## src/rtl/serial_subtractor.sv

```systemverilog
// Bit-serial a - b, LSB first, one full-subtractor cell and a borrow flop.
// Start/busy/done handshake; WIDTH shift cycles per operation.
module serial_subtractor #(
   parameter int unsigned WIDTH = 8
) (
   input  logic             clk,
   input  logic             rst,
   input  logic             start,
   input  logic [WIDTH-1:0] a,
   input  logic [WIDTH-1:0] b,
   output logic [WIDTH-1:0] diff,
   output logic             bout,
   output logic             busy,
   output logic             done
);

   localparam int unsigned CW = (WIDTH > 2) ? $clog2(WIDTH) : 1;
   localparam logic [CW-1:0] LAST = CW'(WIDTH - 1);

   localparam logic [1:0] IDLE  = 2'd0;
   localparam logic [1:0] SHIFT = 2'd1;
   localparam logic [1:0] DONE  = 2'd2;

   logic [1:0]       state;
   logic [WIDTH-1:0] sa;
   logic [WIDTH-1:0] sb;
   logic [WIDTH-1:0] res;
   logic             br;
   logic [CW-1:0]    cnt;

   logic             d;
   logic             br_next;
   logic [WIDTH-1:0] res_next;

   always_comb begin
      d        = sa[0] ^ sb[0] ^ br;
      br_next  = (~sa[0] & sb[0]) | (~(sa[0] ^ sb[0]) & br);
      res_next = {d, res[WIDTH-1:1]};
   end

   assign busy = (state == SHIFT);
   assign done = (state == DONE);

   always_ff @(posedge clk) begin
      if (rst) begin
         state <= IDLE;
         sa    <= '0;
         sb    <= '0;
         res   <= '0;
         br    <= 1'b0;
         cnt   <= '0;
         diff  <= '0;
         bout  <= 1'b0;
      end else begin
         case (state)
            IDLE, DONE: begin
               // DONE accepts a new start so operations can run back to back
               if (start) begin
                  sa    <= a;
                  sb    <= b;
                  br    <= 1'b0;
                  cnt   <= '0;
                  res   <= '0;
                  state <= SHIFT;
               end else begin
                  state <= IDLE;
               end
            end
            SHIFT: begin
               sa  <= {1'b0, sa[WIDTH-1:1]};
               sb  <= {1'b0, sb[WIDTH-1:1]};
               br  <= br_next;
               res <= res_next;
               cnt <= cnt + 1'b1;
               if (cnt == LAST) begin
                  diff  <= res_next;
                  bout  <= br_next;
                  state <= DONE;
               end
            end
            default: state <= IDLE;
         endcase
      end
   end

endmodule

```

## config.mk

```make
export PLATFORM = sky130hd
export DESIGN_NAME = serial_subtractor
export DESIGN_NICKNAME = d
export VERILOG_FILES = /design/src/rtl/serial_subtractor.sv
export SDC_FILE = /design/constraint.sdc
export NUM_CORES = 1
export LEC_CHECK = 0
export ABC_AREA = 1
export BUFFER_PORTS_ARGS = -buffer_cell sky130_fd_sc_hd__clkbuf_2
export CAP_MARGIN = 20
export CORE_MARGIN = 1
export CORE_UTILIZATION = 40
export DETAILED_ROUTE_END_ITERATION = 7
export GPL_ROUTABILITY_DRIVEN = 0
export GPL_TIMING_DRIVEN = 0
export PLACE_DENSITY_LB_ADDON = 0.08
export SKIP_LAST_GASP = 1
export SLEW_MARGIN = 15
export SYNTH_ARGS = -nofsm -noshare
export SYNTH_HDL_FRONTEND = slang
export SYNTH_SLANG_ARGS = --single-unit
```

## constraint.sdc

```tcl
create_clock -name clk -period 1.05 [get_ports clk]
set_input_delay 0 -clock clk [delete_from_list [all_inputs] [get_ports clk]]
set_output_delay 0 -clock clk [all_outputs]
set_load 0.02 [all_outputs]
```

# Word-level counts from Yosys, hierarchy flattened
# Cells that the tools add are included.
dict set report op_classes {
  addsub 1
  mul 0
  div_mod_pow 0
  n_lt_le_gt_ge 0
  eq_ne 5
  shifts 0
  n_mux 13
  bitwise_logic 7
  reduce_logical 5
}
# cell count
set op_table {}
lappend op_table {{case mux 8 bit (2 select lines)} 3}
lappend op_table {{two-way mux 8 bit} 3}
lappend op_table {{case mux 3 bit (2 select lines)} 1}
lappend op_table {{case mux 2 bit (2 select lines)} 1}
lappend op_table {{AND reduction 2 bit} 2}
lappend op_table {{adder 3 x 1 -> 3 bit, second input constant} 1}
lappend op_table {{equality test 3 bit, second input constant} 1}
lappend op_table {{two-way mux 3 bit} 1}
lappend op_table {{AND 1 bit} 2}
lappend op_table {{equality test 2 x 1 -> 1 bit, second input constant} 1}
lappend op_table {{equality test 2 bit, second input constant} 1}
lappend op_table {{logical NOT 2 bit} 1}
lappend op_table {{two-way mux 1 bit} 2}
lappend op_table {{two-way mux 2 bit} 1}
lappend op_table {{!= test 2 x 1 -> 1 bit, second input constant} 1}
lappend op_table {{!= test 2 bit, second input constant} 1}
lappend op_table {{inverter 1 bit} 2}
lappend op_table {{case mux 1 bit (2 select lines)} 1}
lappend op_table {{nonzero test 2 bit} 1}
lappend op_table {{OR reduction 2 bit} 1}
lappend op_table {{XOR 1 bit} 2}
lappend op_table {{bitwise OR 1 bit} 1}
dict set report word_totals {
  regBits 39
  latch_bits 0
  mem_bits_rw 0
  mem_bits_ro 0
  in_bits 19
  output_inout_bits 11
  wordCells 39
  memories 0
}

# Logic depth before layout (Yosys ltp)
dict set report logic_depth {
  depth_word 5
  depth_mapped 7
  ltp_nobuf 6
}

# Least setup slack after synthesis
# OpenSTA, ideal clock, no wires.
dict set report synth_timing {
  kind {reg2reg}
  startpoint {register sb[0]}
  endpoint {register res[7]}
  setup_time_ns 0.069
  arrival_ns 1.027
  required_ns 0.981
  path_slack_ns -0.046
  path_stages_with_launch 5
  n_path_buf 0
  path_cell_list {dfxtp_1 inv_1 fa_1 nand2_2 a21oi_2}
}
dict set report synth_between {
  elab_chain_cells 3
}
# element line
set synth_rtl {}
lappend synth_rtl {{start, declared} 26} ;# logic [WIDTH-1:0] sb;
lappend synth_rtl {{start signal, assigned} 71} ;# sb <= {1'b0, sb[WIDTH-1:1]};
lappend synth_rtl {{XOR 1 bit (2 in a row)} 36} ;# d = sa[0] ^ sb[0] ^ br;
lappend synth_rtl {{net d} 31} ;# logic d;
lappend synth_rtl {{case mux 8 bit (2 select lines)} 55} ;# case (state)
lappend synth_rtl {{end signal, assigned} 73} ;# res <= res_next;
lappend synth_rtl {{end, declared} 27} ;# logic [WIDTH-1:0] res;
# The timed path passes the listed nets, and every way through them passes these cells.
# A chain may end at the register's enable or synchronous reset.

# Final worst setup path
dict set report layout_timing {
  startpoint {register state[0]}
  endpoint {output busy}
}
dict set report layout_between {
  elab_chain_cells 1
}
# element line
set layout_rtl {}
lappend layout_rtl {{start, declared} 24} ;# logic [1:0] state;
lappend layout_rtl {{start signal, assigned} 46} ;# state <= IDLE;
lappend layout_rtl {{start signal, assigned} 64} ;# state <= SHIFT;
lappend layout_rtl {{start signal, assigned} 66} ;# state <= IDLE;
lappend layout_rtl {{equality test 2 x 1 -> 1 bit} 41} ;# assign busy = (state == SHIFT);
lappend layout_rtl {{end, declared} 13} ;# output logic busy,
# Every way passes these cells.

==> out/qor.csv <==
stage;metric;value;unit
timing;fin_skew;2.404;ps
timing;slew_violations;0;
route;vias;1784;
critical_path;cp-start-kind;flop;
route;wirelength;4.700;mm
critical_path;path_cells;inv_4, nor2_4, buf_6, buf_12, buf_8;
clock_tree;clock-root-buffer;clkbuf_8;
critical_path;r2r_setup_slack;-110;ps
grt;grt_pass1_wl;7.817;mm
clock_tree;htreeDepth;2;
power;p_per_area;1186;nW/um^2
finish;layout_commonest_cell;nand2_1;
finish;fin_nets;340;
critical_path;r2r-start;state[0];
logic_synthesis;synth_warnings;0;
die;die_h;69.14;um
clock_tree;clock_latency;290;ps
critical_path;cp.depth;5;
clock_tree;clkTransAtPathRegs;70;ps
finish;drive_gt1_share;40.88;%
placed_design;dp.cells;330;
timing;period_share;110.6;%
power;max-vdd-ir-drop;0.6734;mV
finish;final_cell_mix;nand2_1, nand3_1, dfxtp_1, inv_1, clkbuf_2;
clock_tree;tritoncts;built;
placed_design;place_area;2076;sq um
critical_path;worst-path-max-fanout;4;
timing;setup_ws;-110.9;ps
route;wl_per_cell;12.70;um
critical_path;endpoint_kind;output pin;
clock_tree;cts.sinks;38;
route;wl_met2;2.232;mm
timing;finalSetupViolCount;35;
timing;finalCriticalPeriod;1161;ps
timing;worstMarginPinSlew;719.7;ps
placed_design;hpwlAfterDp;2.679;mm
critical_path;path_class;reg -> out;
route;vias_per_cell;4.822;
grt;grt_max_degree;12;
route;dr.pass1.iters;4;
die;die_x;69.14;um
grt;grt_pass1_vias;1723;
critical_path;cp.buffers_inverters;4;
logic_synthesis;ys_types;21;
logic_synthesis;ys_seq_elements;38;
timing;rsz0062_at_grt;yes;
critical_path;r2r_end;res[7];
finish;syn2layout_area_growth;56.84;%
grt;antenna_found_initial;0;
worst_hold_path;hp-class;in -> reg;
clock_tree;cts_made_buffers;5;
route;route.detailed.drc;0;
clock_tree;clockBufferDepth;2;
die;die_area;4780;sq um
status;violations;negative setup slack;
route;met1_length;2.216;mm
route;ant_nets;0;
die;io_pins;30;
logic_synthesis;netlist_instances;249;
finish;final_area;2828;sq um
timing;hold_viol;0;
grt;grt_usage;20.75;%
critical_path;cp.required;1050;ps
finish;fin_cells;370;
power;leakage;1.306;nW
die;core;4354;sq um
route;wl_met3;180;um
die;initial_core_util;41.41;%
logic_synthesis;syn_area_per_cell;7.241;sq um
logic_synthesis;seq_area_frac_synth;42.19;%
grt;grt.overflow.total;0;
route;drtIter0Drc;75;
critical_path;cp-startpoint;state[0];
critical_path;cpMaxStageDelayCell;dfxtp_4;
route;top_layer_used;met4;
logic_synthesis;syn_area;1803;sq um
status;status;finished, violations left;
critical_path;crit_family;flip-flops;
placed_design;io_buffers;29;
timing;maxSlewHeadroom;52.02;%
job;max_cap_violations;0;
logic_synthesis;synth_fp_nets;271;
critical_path;worstRegToRegCells;7;
timing;clock.fmax;861.4;MHz
critical_path;slowest_delay;380;ps
die;rows;24;
critical_path;arrival;1160;ps
finish;antenna_cells;0;
finish;post-route-util;64.94;%
critical_path;critPathCapture;busy;
## worst min-delay path by stage
stage,from,endpoint,slack [ps],cells past startpoint
after floorplan,rst,cnt[1],70,1
after global placement,b[6],sb[6],230,3
after detailed placement,a[5],sa[5],240,3
after CTS,start,cnt[0],90,4
after global routing,rst,state[1],140,4
final,rst,state[1],110,4
## sequential cells by signal, indices dropped and copies added, names as in the netlist
register,flops
diff,8
sa,8
sb,8
res,7
cnt,3
state,2
bout,1
br,1
## cells by family (layout without fill, tap and decap cells)
group | after synthesis | after routing | synth area share, %
adder cells (fa/ha/maj) | 3 | 3 | 2.498
AO/OA/AOI/OAI | 17 | 17 | 5.760
AND/OR/NAND/NOR | 140 | 141 | 35.25
buffers and inverters | 51 | 119 | 14.30
flip-flops | 38 | 38 | 42.19
## worst reg2reg max path, stage by stage, from the launching register on
cell and delay, ps:
dfxtp_4 380, inv_4 40, nor2_4 110, buf_6 130, buf_6 130, clkbuf_16 160, nand2_2 60, a21oi_2 100
## power by group
part	leakage (nW)	switching (W)	internal [W]
clock	0.0438	0.000538	0.000446
combinational	0.948	0.000421	0.000395
sequential	0.313	0.0000361	0.00152
total	1.31	0.000995	0.00236
## synthesized netlist by cell type
library cell	number	area, sq um
a21oi_2	5	43.79
inv_1	32	120.1
inv_2	3	11.26
nand3_1	49	245.2
buf_4	2	15.01
a21oi_1	10	50.05
nor3_1	14	70.07
buf_1	1	3.750
ha_1	2	25.02
nand2_2	8	50.05
buf_2	6	30.03
inv_4	1	6.260
nand2_1	52	195.2
dfxtp_1	38	760.7
buf_6	5	56.30
nand3b_1	1	7.510
fa_1	1	20.02
o21ai_0	2	10.01
buf_8	1	15.01
nor2_4	1	11.26
nor2_1	15	56.30
## per-layer routing
metal  up-vias  GRT usage [%]
met5         -              0
met4         0          8.844
met3         7          5.117
met2        36          33.55
met1       813          26.21
li1        928              -
## area by class of cell
type / count / area, sq um
clock inverters: 2 / 10.01
clock buffers: 5 / 68.82
fillers: 383 / 1526
plain buffers: 14 / 160.2
well taps: 52 / 65.06
multi-input cells: 161 / 1090
repair buffers: 62 / 513.0
inverters: 36 / 147.6
flip-flops and latches: 38 / 773.2
## stage by stage
stage	setup WS (ps)	setup TNS, ps	power [W]	hold WS (ps)
after floorplan	-25.11	-175.1	0.001993	69.07
after global routing	-156.8	-4263	0.003535	138.6
final	-110.9	-2417	0.003354	106.9
after global placement	-171.7	-3810	0.002127	228.5
after CTS	-157.3	-4027	0.003285	92.40
after detailed placement	-186.9	-3810	0.002129	239.9
## what timing repair did
item,CTS,global route
gates resized for setup,44,39
setup buffers,12,2
endpoints found under the setup margin,38,39
pin swaps,19,14
hold endpoints to repair,19,0
hold buffers,17,0
gates cloned,2,1
Power figures use the tool's default switching activity.
